File: src/rtl/dec_rr_arbiter_pkg.sv
// Shared definitions for the decoder round-robin arbiter: widths, FSM encoding
// and the select-to-one-hot mapping the downstream decoder also implements.
package dec_rr_arbiter_pkg;

  localparam int NREQ  = 8;
  localparam int SEL_W = 3;

  typedef enum logic [1:0] {
    ST_IDLE  = 2'd0,
    ST_GRANT = 2'd1,
    ST_GAP   = 2'd2
  } state_t;

  function automatic logic [NREQ-1:0] sel_to_onehot(input logic [SEL_W-1:0] s);
    return NREQ'(1) << s;
  endfunction

endpackage

File: src/rtl/dec_rr_arbiter_if.sv
// Requester/decoder side bundle of the arbiter: request vector in, decoder
// select/enable plus grant and status flags out.
interface dec_rr_arbiter_if;
  import dec_rr_arbiter_pkg::*;

  logic [NREQ-1:0]  req;
  logic [SEL_W-1:0] sel;
  logic             sel_en;
  logic [NREQ-1:0]  gnt;
  logic             idle;
  logic             preempt;

  modport master (
    input  req,
    output sel,
    output sel_en,
    output gnt,
    output idle,
    output preempt
  );

  modport slave (
    output req,
    input  sel,
    input  sel_en,
    input  gnt,
    input  idle,
    input  preempt
  );

endinterface

File: src/rtl/dec_rr_arbiter_rr_pick8.sv
// Combinational round-robin pick: rotate requests so ptr lands at bit 0,
// take the lowest set bit, then rotate the index back.
module rr_pick8
  import dec_rr_arbiter_pkg::*;
(
  input  logic [NREQ-1:0]  req,
  input  logic [SEL_W-1:0] ptr,
  output logic             any,
  output logic [SEL_W-1:0] idx
);

  logic [NREQ-1:0]  rot;
  logic [SEL_W-1:0] off;

  genvar gi;
  generate
    for (gi = 0; gi < NREQ; gi++) begin : g_rot
      logic [SEL_W-1:0] src;
      // 3-bit add wraps modulo 8, giving the circular search order
      assign src     = SEL_W'(gi) + ptr;
      assign rot[gi] = req[src];
    end
  endgenerate

  always_comb begin
    off = '0;
    for (int i = NREQ - 1; i >= 0; i--) begin
      if (rot[i]) begin
        off = SEL_W'(i);
      end
    end
  end

  assign any = |rot;
  assign idx = off + ptr;

endmodule

File: src/rtl/dec_rr_arbiter.sv
// Round-robin owner of a shared 3-to-8 decoder: grants one requester at a time,
// bounds each grant by MAX_HOLD and inserts a one-cycle dead gap between owners.
module dec_rr_arbiter
  import dec_rr_arbiter_pkg::*;
#(
  parameter int MAX_HOLD = 16,
  parameter int HOLD_W   = 5
) (
  input logic              clk,
  input logic              rst_n,
  dec_rr_arbiter_if.master bus
);

  state_t           state_reg, state_next;
  logic [SEL_W-1:0] ptr_reg, ptr_next;
  logic [SEL_W-1:0] sel_reg, sel_next;
  logic [HOLD_W-1:0] hold_reg, hold_next;
  logic             sel_en_reg;
  logic [NREQ-1:0]  gnt_reg;
  logic             idle_reg;
  logic             preempt_reg, preempt_next;

  logic             pick_any;
  logic [SEL_W-1:0] pick_idx;
  logic             owner_req;
  logic             hold_expire;

  rr_pick8 u_pick (
    .req (bus.req),
    .ptr (ptr_reg),
    .any (pick_any),
    .idx (pick_idx)
  );

  assign owner_req   = bus.req[sel_reg];
  // hold_reg counts completed grant cycles, so expiry is one short of the limit
  assign hold_expire = (MAX_HOLD != 0) && (hold_reg == HOLD_W'(MAX_HOLD - 1));

  always_comb begin
    state_next   = state_reg;
    ptr_next     = ptr_reg;
    sel_next     = sel_reg;
    hold_next    = hold_reg;
    preempt_next = 1'b0;
    case (state_reg)
      ST_IDLE, ST_GAP: begin
        if (pick_any) begin
          state_next = ST_GRANT;
          sel_next   = pick_idx;
          hold_next  = '0;
        end else begin
          state_next = ST_IDLE;
        end
      end
      ST_GRANT: begin
        if (!owner_req || hold_expire) begin
          state_next   = ST_GAP;
          ptr_next     = sel_reg + SEL_W'(1);
          // a release in the expiry cycle is not a preemption
          preempt_next = owner_req;
        end else if (!(&hold_reg)) begin
          hold_next = hold_reg + HOLD_W'(1);
        end
      end
      default: state_next = ST_IDLE;
    endcase
  end

  always_ff @(posedge clk or negedge rst_n) begin
    if (!rst_n) begin
      state_reg   <= ST_IDLE;
      ptr_reg     <= '0;
      sel_reg     <= '0;
      hold_reg    <= '0;
      sel_en_reg  <= 1'b0;
      gnt_reg     <= '0;
      idle_reg    <= 1'b1;
      preempt_reg <= 1'b0;
    end else begin
      state_reg   <= state_next;
      ptr_reg     <= ptr_next;
      sel_reg     <= sel_next;
      hold_reg    <= hold_next;
      sel_en_reg  <= (state_next == ST_GRANT);
      gnt_reg     <= (state_next == ST_GRANT) ? sel_to_onehot(sel_next) : '0;
      idle_reg    <= (state_next == ST_IDLE);
      preempt_reg <= preempt_next;
    end
  end

  assign bus.sel     = sel_reg;
  assign bus.sel_en  = sel_en_reg;
  assign bus.gnt     = gnt_reg;
  assign bus.idle    = idle_reg;
  assign bus.preempt = preempt_reg;

endmodule

File: src/flat_wrapper.sv
// flat-port wrapper written by rule: the top's interface ports become plain ports
module dec_rr_arbiter_flat import dec_rr_arbiter_pkg::*;
#(
  parameter int MAX_HOLD = 16,
  parameter int HOLD_W   = 5
)
  (clk, rst_n, bus_req, bus_sel, bus_sel_en, bus_gnt, bus_idle, bus_preempt);
  dec_rr_arbiter_if bus_i ();
  input logic clk;
  input logic rst_n;
  input wire logic [$bits(bus_i.req)-1:0] bus_req;
  output wire logic [$bits(bus_i.sel)-1:0] bus_sel;
  output wire logic [$bits(bus_i.sel_en)-1:0] bus_sel_en;
  output wire logic [$bits(bus_i.gnt)-1:0] bus_gnt;
  output wire logic [$bits(bus_i.idle)-1:0] bus_idle;
  output wire logic [$bits(bus_i.preempt)-1:0] bus_preempt;
  assign bus_i.req = bus_req;
  assign bus_sel = bus_i.sel;
  assign bus_sel_en = bus_i.sel_en;
  assign bus_gnt = bus_i.gnt;
  assign bus_idle = bus_i.idle;
  assign bus_preempt = bus_i.preempt;
  dec_rr_arbiter #(.MAX_HOLD(MAX_HOLD), .HOLD_W(HOLD_W)) u_core (.clk(clk), .rst_n(rst_n), .bus(bus_i));
endmodule
File: config.mk
export PLATFORM = sky130hd
export DESIGN_NAME = dec_rr_arbiter_flat
export DESIGN_NICKNAME = d
export VERILOG_FILES = /design/src/rtl/dec_rr_arbiter_pkg.sv /design/src/rtl/dec_rr_arbiter_if.sv /design/src/rtl/dec_rr_arbiter_rr_pick8.sv /design/src/rtl/dec_rr_arbiter.sv /design/src/flat_wrapper.sv
export SDC_FILE = /design/constraint.sdc
export NUM_CORES = 1
export LEC_CHECK = 0
export CAP_MARGIN = 0
export CORE_MARGIN = 5
export CORE_UTILIZATION = 58
export CTS_BUF_LIST = sky130_fd_sc_hd__clkbuf_4
export DETAILED_ROUTE_END_ITERATION = 7
export PLACE_DENSITY_LB_ADDON = 0.05
export SYNTH_ARGS = -nofsm -noshare
export SYNTH_HDL_FRONTEND = slang
export SYNTH_SLANG_ARGS = --single-unit
File: constraint.sdc
create_clock -name clk -period 4.45 [get_ports clk]
set_clock_uncertainty 0.05 [all_clocks]
set_input_delay 0.89 -clock clk [delete_from_list [all_inputs] [get_ports clk]]
set_output_delay 0.89 -clock clk [all_outputs]
set_load 0.01 [all_outputs]
## After elaboration in Yosys (flattened, before gate mapping)

Index checks and enable logic that the tools add are counted.

- Bits in registers: 24
- Input port bits: 10
- Output and inout bits: 14

- Add/sub/neg operators: 10
- $lt $le $gt $ge: 9
- Equality and inequality tests: 7
- Shifts and indexed selects: 1
- Multiplexer cells: 38
- Reduce and logical (&&, ||, !) cells: 10

Operator list:

| kind | count |
|---|---|
| < comparator 3 x 4 -> 1 bit (second input constant) | 9 |
| 2-to-1 mux 3 bit | 10 |
| binary-select mux 1 bit (select 3 bit) | 9 |
| 2-to-1 mux 5 bit | 3 |
| adder 3 bit (first input constant) | 4 |
| 2-to-1 mux 1 bit | 12 |
| case mux 5 bit (2 select lines) | 1 |
| 2-to-1 mux 8 bit | 1 |
| OR reduction 8 bit | 1 |
| << shifter 1 x 3 -> 8 bit (first input constant) | 1 |
| adder 2 x 3 -> 3 bit (first input constant) | 2 |
| adder 5 x 1 -> 5 bit (second input constant) | 1 |
| == test 5 x 4 -> 1 bit (second input constant) | 1 |
| AND reduction 5 bit | 1 |
| == test 2 x 1 -> 1 bit (second input constant) | 2 |
| logical NOT 2 bit | 2 |
| != test 2 bit (second input constant) | 2 |
| case mux 2 bit (2 select lines) | 1 |
| AND reduction 4 bit | 1 |
| adder 1 x 3 -> 3 bit (first input constant) | 1 |
| adder 3 x 1 -> 3 bit (second input constant) | 1 |
| adder 3 bit | 1 |
| == test 2 bit (second input constant) | 1 |
| 2-to-1 mux 2 bit | 1 |
| 6 further kinds | 6 |

## Longest topological paths before layout

Gate-level depths: netlist (run 1).

- Depth in word-level cells: 16
- Gate-level depth with buffers: 16
- Mapped depth without buffers: 14

## By module

A second synthesis (run 1) with hierarchy kept.

- Cells, all modules: 186
- Area, all modules: 1,909.3 µm²

Modules (own cells, without submodules):

| module | times used | cells an instance | area an instance (µm²) | seq. area each (µm²) |
|---|---|---|---|---|
| dec_rr_arbiter | 1 | 107 | 1,131.1 | 601.8 |
| rr_pick8 | 1 | 79 | 778.2 | 0.0 |

## Worst setup path after synthesis (run 1)

No wires, ideal clock.

- Kind: reg-to-reg
- Start: reg u_core.ptr_reg[1]
- End: reg u_core.gnt_reg[4], in the netlist u_core.bus.gnt[4]
- Arrival time: 3,595 ps
- Data required time: 4,296 ps
- Path slack: 702 ps
- Stages on the path, launching flop included: 15
- Buffers on the path: 2
- Cells stage by stage: dfrtp_1 -> clkbuf_8 -> inv_1 -> ha_1 -> buf_6 -> mux4_1 -> mux2_2 -> a22o_2 -> o21ai_0 -> a221oi_1 -> ha_1 -> fa_1 -> a311o_1 -> and4_4 -> o41ai_4

- Longest elaborated chain between the ends: 16

Ends and longest elaborated chain:

| what | RTL line | text |
|---|---|---|
| from (decl) | dec_rr_arbiter.sv:15 | `logic [SEL_W-1:0] ptr_reg, ptr_next;` |
| from (signal assigned) | dec_rr_arbiter.sv:81 | `ptr_reg <= ptr_next;` |
| adder 3 bit | dec_rr_arbiter_rr_pick8.sv:20 | `assign src = SEL_W'(gi) + ptr;` |
| binary-select mux 1 bit (select 3 bit) | dec_rr_arbiter_rr_pick8.sv:21 | `assign rot[gi] = req[src];` |
| 2-to-1 mux 1 bit (implied by the code) | dec_rr_arbiter_rr_pick8.sv:21 |  |
| 2-to-1 mux 3 bit (8 in a row) | dec_rr_arbiter_rr_pick8.sv:28 | `if (rot[i]) begin` |
| adder 3 bit | dec_rr_arbiter_rr_pick8.sv:35 | `assign idx = off + ptr;` |
| 2-to-1 mux 3 bit | dec_rr_arbiter.sv:47 | `if (pick_any) begin` |
| 2-to-1 mux 3 bit | dec_rr_arbiter.sv:45 | `case (state_reg)` |
| << shifter 1 x 3 -> 8 bit | dec_rr_arbiter_pkg.sv:15 | `return NREQ'(1) << s;` |
| 2-to-1 mux 8 bit * | dec_rr_arbiter.sv:85 | `gnt_reg <= (state_next == ST_GRANT) ? sel_to_onehot(sel_next) : '0;` |
| to (signal assigned) | dec_rr_arbiter.sv:85 |  |
| to (decl) | dec_rr_arbiter.sv:19 | `logic [NREQ-1:0] gnt_reg;` |

Every way passes the cells marked *; elsewhere a longest branch is shown, timed or not. The select of a mux whose other input is x is not followed.
A chain may end at the register's enable or synchronous reset.

## Final worst setup path (run 1)

- Start: reg u_core.ptr_reg[0]
- End: reg u_core.gnt_reg[4], in the netlist u_core.bus.gnt[4]

Same word-level chain as after synthesis.

==> flow_summary.toml, run 1 <==
[die]
start_util_pct = 59.54
dieArea_um2 = 4696
core_area_um2 = 3337
placementRows = 21
io_pins = 24
die_x_um = 68.53
die_h_um = 68.53

[place]
dp.cells = 244
numPortBuffers = 23
gp_congestion = 0.9640
dp_slack_ps = 12.74
dp_hpwl_um = 3401

[sta]
fmax_mhz = 244.0
tightest_slew_ps = 1053
tns_ps = 0
hold_viol = 0
maxSlewHeadroom_pct = 29.61
fin_ws_ps = 351.8
fin_crit_sh_pct = 92.09
period_needed_ps = 4098
finalSetupViolCount = 0
slew_violations = 0
rsz0062_at_grt = "no"

[logic_synthesis]
syn_area_um2 = 1987
yosysWarnings = 0
syn_inst = 180
synthArstFlopShare_pct = 100.0
syn_avg_cell_area_um2 = 11.04
seq_area_frac_synth_pct = 30.29
synth_cell_type_count = 50
synth_seq_cells = 24
synthesis.nets = 198
synth-edff-count = 0
synthFlopType = "dfrtp_1"

[final_layout]
area_delta_synth_final_pct = 12.78
final.fill_count = 270
postLayoutCoreUtil_pct = 67.15
antenna_cells = 0
fin_cells = 248
largest_reg_flops = 8
drive_gt1_share_pct = 17.33
final_nets = 221

[min_path]
holdPathEnd = "u_core.bus.idle$_DFF_PN1_"
hp-class = "register to register"
holdPathStages = 1
hold_start = "u_core.state_reg[0]$_DFF_PN0_"

[outcome]
status = "completed"

[global_routing]
grt_first_pass_wirelength_um = 7831
antenna_found_initial = 0
track_usage_pct = 21.95
grt_pass1_vias = 1624
grt-ovfl-total = 0
grt_max_degree = 25

[setup_path]
path_max_fanout = 10
crit_path_start = "u_core.ptr_reg[0]$_DFFE_PN0P_"
timing.rr.start = "u_core.ptr_reg[0]$_DFFE_PN0P_"
r2r_slack_ps = 350
worst_r2r_path_depth = 12
regToRegEndpoint = "u_core.bus.gnt[4]$_DFF_PN0_"
arrival_ps = 4270
endpoint_kind = "register"
setup.worst_path.start_class = "register"
criticalPathCategory = "register to register"
required_ps = 4620

[detailed_routing]
vias = 1559
post_drt_wl_per_cell_um = 18.52
dr.first_iter.drc_count = 135
drc = 0
wirelength_um = 4593
firstDrtPassIters = 4
antenna_left = 0
drt-vias-per-instance = 6.286

[clock_network]
clockRootBuffer = "clkbuf_4"
cts-resized-gates = 0
cts.sinks = 24
cts_setup_buffers = 0
insertion_delay_ps = 320
htree_levels = 1
cts_buffer_depth = 2
cts_buffers = 3
cts_tree = "built"
ctsHoldBuffers = 0
cts.clk_slew.worst_paths_ps = 140

[pwr]
total_power_w = 0.001927
p_per_area_nw_per_um2 = 860.1
ir_drop_v = 0.0003585
p_leak_nw = 0.9545

[flow_run]
max_cap_viol_count = 0
==> Yosys cell counts (2+ instances only) <==
cell type | n | area share, %
dfrtp_1 | 23 | 29
nand2_1 | 17 | 3.2
mux2i_1 | 12 | 6.0
inv_1 | 9 | 1.7
a21oi_1 | 8 | 2.0
nor2_1 | 8 | 1.5
ha_1 | 7 | 4.4
mux2_2 | 7 | 4.0
nand3_1 | 7 | 1.8
mux4_1 | 6 | 7.9
mux4_2 | 6 | 6.8
nand4_1 | 5 | 1.6
o22ai_1 | 5 | 1.6
clkbuf_8 | 4 | 2.8
o21ai_0 | 4 | 1.0
xor2_1 | 4 | 1.8
buf_6 | 3 | 1.7
clkbuf_1 | 3 | 0.57
o41ai_1 | 3 | 1.3
xnor2_1 | 3 | 1.3
and2b_2 | 2 | 0.88
and3_1 | 2 | 0.63
nand4b_1 | 2 | 0.88
nor3_1 | 2 | 0.50
o221ai_1 | 2 | 0.88
o41ai_2 | 2 | 1.6
==> how the worst max path moves through the flow <==
stage,to,slack (ps),cells after the start
after floorplan,u_core.bus.gnt[4]$_DFF_PN0_,700,14
after global placement,u_core.bus.gnt[5]$_DFF_PN0_,120,13
after detailed placement,u_core.bus.gnt[4]$_DFF_PN0_,10,13
after CTS,u_core.bus.gnt[4]$_DFF_PN0_,360,13
after global routing,u_core.bus.gnt[0]$_DFF_PN0_,160,13
final,u_core.bus.gnt[4]$_DFF_PN0_,350,12
==> power by group <==
group          internal, W   total, W  switching (W)
Combinational     0.000663    0.00145       0.000785
Clock            0.0000329  0.0000995      0.0000666
Sequential        0.000294   0.000381      0.0000864
Total             0.000990    0.00193       0.000938
==> worst max-delay path, cell delays in order (launching register included) <==
cell and delay (ps):
dfrtp_1 370, inv_1 120, ha_1 620, mux4_1 620, mux2_2 290, a22o_2 230
o21ai_0 160, a221oi_1 100, ha_1 220, fa_1 430, a311o_1 370, and4_4 190
o41ai_4 220
==> cells in the final DEF (no fill, tap or decap), types with 2 or more instances in the layout <==
cell type	synthesis	final
nand3_1	7	7
o221ai_1	2	2
clkbuf_4	0	3
clkdlybuf4s50_1	0	23
nand4b_1	2	2
nand4_1	5	5
and3_1	2	2
nand2_1	17	17
nor3_1	2	2
o41ai_1	3	3
mux4_1	6	6
dfrtp_1	23	23
mux4_2	6	6
ha_1	7	7
xnor2_1	3	3
inv_1	9	9
o41ai_2	2	2
a21oi_1	8	8
nor2_1	8	8
mux2i_1	12	12
mux2_2	7	7
o21ai_0	4	4
and2b_2	2	2
buf_4	0	6
o22ai_1	5	5
xor2_1	4	4
==> per-layer routing <==
metal | track usage, % | wire length (um) | part of all wire, %
met4 | 4.218 | 28 | 0.61
met5 | 0 | 0 | 0
met3 | 3.890 | 213 | 4.6
met2 | 37.31 | 2274 | 50
met1 | 29.45 | 2077 | 45
==> through the flow <==
stage,cell area [um^2],hold WS [ps]
4_1_cts,2241,489.9
5_1_grt,2241,524.2
6_report,2241,480.2
3_5_place_dp,2215,470.2
2_1_floorplan,1987,420.0
3_3_place_gp,2215,450.7
==> final cells by class <==
class	count	area [um^2]	area share (%)
tap	46	57.56	2.568
multi-input combinational	136	1246	55.61
timing repair buffer	29	275.3	12.28
sequential	24	601.8	26.86
clock buffer	3	22.52	1.005
clock inverter	1	3.754	0.1675
inverter	9	33.78	1.508
==> kinds of logic after synthesis <==
kind of cell	synth area share (%)
xor gates and xnor gates	3.086
DFF	30.29
muxes	24.75
AOI/OAI and AO/OA	14.67
buffers and inverters	6.989
adders and majority gates	5.415
and+or+nand+nor	14.80
(Power assumes the default switching activity.)
==> run 2: changes to the inputs <==
--- a/config.mk
+++ b/config.mk
@@ -10,7 +10,7 @@
 export CORE_UTILIZATION = 58
 export CTS_BUF_LIST = sky130_fd_sc_hd__clkbuf_4
 export DETAILED_ROUTE_END_ITERATION = 7
-export PLACE_DENSITY_LB_ADDON = 0.05
+export PLACE_DENSITY = 0.93
 export SYNTH_ARGS = -nofsm -noshare
 export SYNTH_HDL_FRONTEND = slang
 export SYNTH_SLANG_ARGS = --single-unit
==> flow_summary.toml, run 2 (synthesis gave the netlist of run 1 again) <==
[outcome]
status = "completed"

[global_routing]
antenna_found_initial = 0
grt_max_degree = 25
track_usage_pct = 21.44
grt_pass1_vias = 1559
grt-ovfl-total = 0
grt_first_pass_wirelength_um = 7638

[pwr]
total_power_w = 0.001991
p_leak_nw = 0.9623
ir_drop_v = 0.0004004
p_per_area_nw_per_um2 = 881.3

[final_layout]
antenna_cells = 0
final_area_um2 = 2260
multiInputGateArea_um2 = 1246
final_cell_mix = "23 x clkdlybuf4s50_1, 23 x dfrtp_1, 17 x nand2_1, 12 x mux2i_1, 9 x inv_1"
largest_reg_flops = 8
final.fill_count = 250
area_delta_synth_final_pct = 13.73
drive_gt1_share_pct = 17.41
regArea_um2 = 601.8
final_nets = 220

[place]
numPortBuffers = 23
gp_congestion = 0.9632
dp_hpwl_um = 3352
postPlaceCellArea_um2 = 2207

[sta]
hold_viol = 0
hold_ws_ps = 487.2
slew_violations = 0
tns_ps = 0
fmax_mhz = 244.6
maxSlewHeadroom_pct = 29.13
fin_crit_sh_pct = 91.86
rsz0062_at_grt = "no"
finalSetupViolCount = 0
tightest_slew_ps = 1060
period_needed_ps = 4088

[die]
placementRows = 21
die_x_um = 68.53
io_pins = 24
die_h_um = 68.53
core_area_um2 = 3337
dieArea_um2 = 4696
start_util_pct = 59.54

[clock_network]
cts-resized-gates = 0
insertion_delay_ps = 320
clockRootBuffer = "clkbuf_4"
cts_tree = "built"
ctsHoldBuffers = 0
cts.clk_slew.worst_paths_ps = 130
htree_levels = 1
cts_buffers = 3
cts_buffer_depth = 2
cts_setup_buffers = 0
cts.sinks = 24

[setup_path]
endpoint_kind = "register"
path_max_fanout = 8
setup.worst_path.start_class = "primary input"
worst_r2r_path_depth = 13
criticalPathCategory = "primary input to register"
arrival_ps = 4260
required_ps = 4620

[detailed_routing]
drc = 0
antenna_left = 0
dr.first_iter.drc_count = 190
drt-vias-per-instance = 6.401
firstDrtPassIters = 7
vias = 1581
post_drt_wl_per_cell_um = 17.93
wirelength_um = 4429

[min_path]
hp-class = "register to register"
holdPathStages = 1

[flow_run]
max_cap_viol_count = 0
run 2: cell types whose count changed in the layout (fill, tap and decap cells not counted), sizes merged:
cell,delta
clkinv,-1
buf,-1
bufinv,+1
run 2: critical path: stages:
cell	delay, ps
clkdlybuf4s50_1	550
mux4_2	580
mux2i_1	170
a22oi_1	110
a21oi_1	150
o21ai_0	90
a221oi_1	290
ha_1	220
fa_1	280
nand2_1	80
or4_4	430
and4_4	210
o41ai_2	210
run 2: per-layer routing:
metal	vias up	track usage [%]	wire length, um
met2	60	34.21	2168
met5	-	0	0
met1	774	30.51	1963
met3	6	4.214	254
li1	741	-	-
met4	0	3.970	42
run 2: worst paths after layout:
| path | startpoint | endpoint | slack (ps) |
|---|---|---|---|
| setup / recovery | bus_req[1] | u_core.bus.gnt[5]$_DFF_PN0_ | 360 |
| hold / removal | u_core.state_reg[0]$_DFF_PN0_ | u_core.bus.idle$_DFF_PN1_ | 490 |
| setup reg to reg | u_core.ptr_reg[0]$_DFFE_PN0P_ | u_core.bus.sel[2]$_DFF_PN0_ | 370 |
| hold reg to reg | u_core.state_reg[0]$_DFF_PN0_ | u_core.bus.idle$_DFF_PN1_ | 490 |
| max in group asynchronous | rst_n | u_core.hold_reg[4]$_DFFE_PN0P_ | 2640 |
| min in group asynchronous | rst_n | u_core.ptr_reg[1]$_DFFE_PN0P_ | 1080 |
run 2: where the power goes:
part	switching, W	total (W)	internal, W
Sequential	0.0000892	0.000383	0.000294
Clock	0.0000676	0.000159	0.0000911
Combinational	0.000788	0.00145	0.000662
Total	0.000945	0.00199	0.00105
run 2: through the flow:
| stage | instances | util, % | setup slack (ps) |
|---|---|---|---|
| finish | 247 | 67.72 | 362.0 |
| global route | 247 | 67.72 | 124.5 |
| CTS | 247 | 67.72 | 371.5 |
| detailed placement | 243 | 66.14 | 27.70 |
| global placement | 243 | 66.14 | 133.5 |
| floorplan | 180 | - | 701.5 |
run 2: final cells by class:
cell class / count / share of cell area (%)
timing repair buffer: 28 / 11.85
sequential: 24 / 26.63
tap: 46 / 2.547
clock buffer: 3 / 0.9967
inverter: 9 / 1.495
clock inverter: 1 / 1.329
multi-input combinational: 136 / 55.15
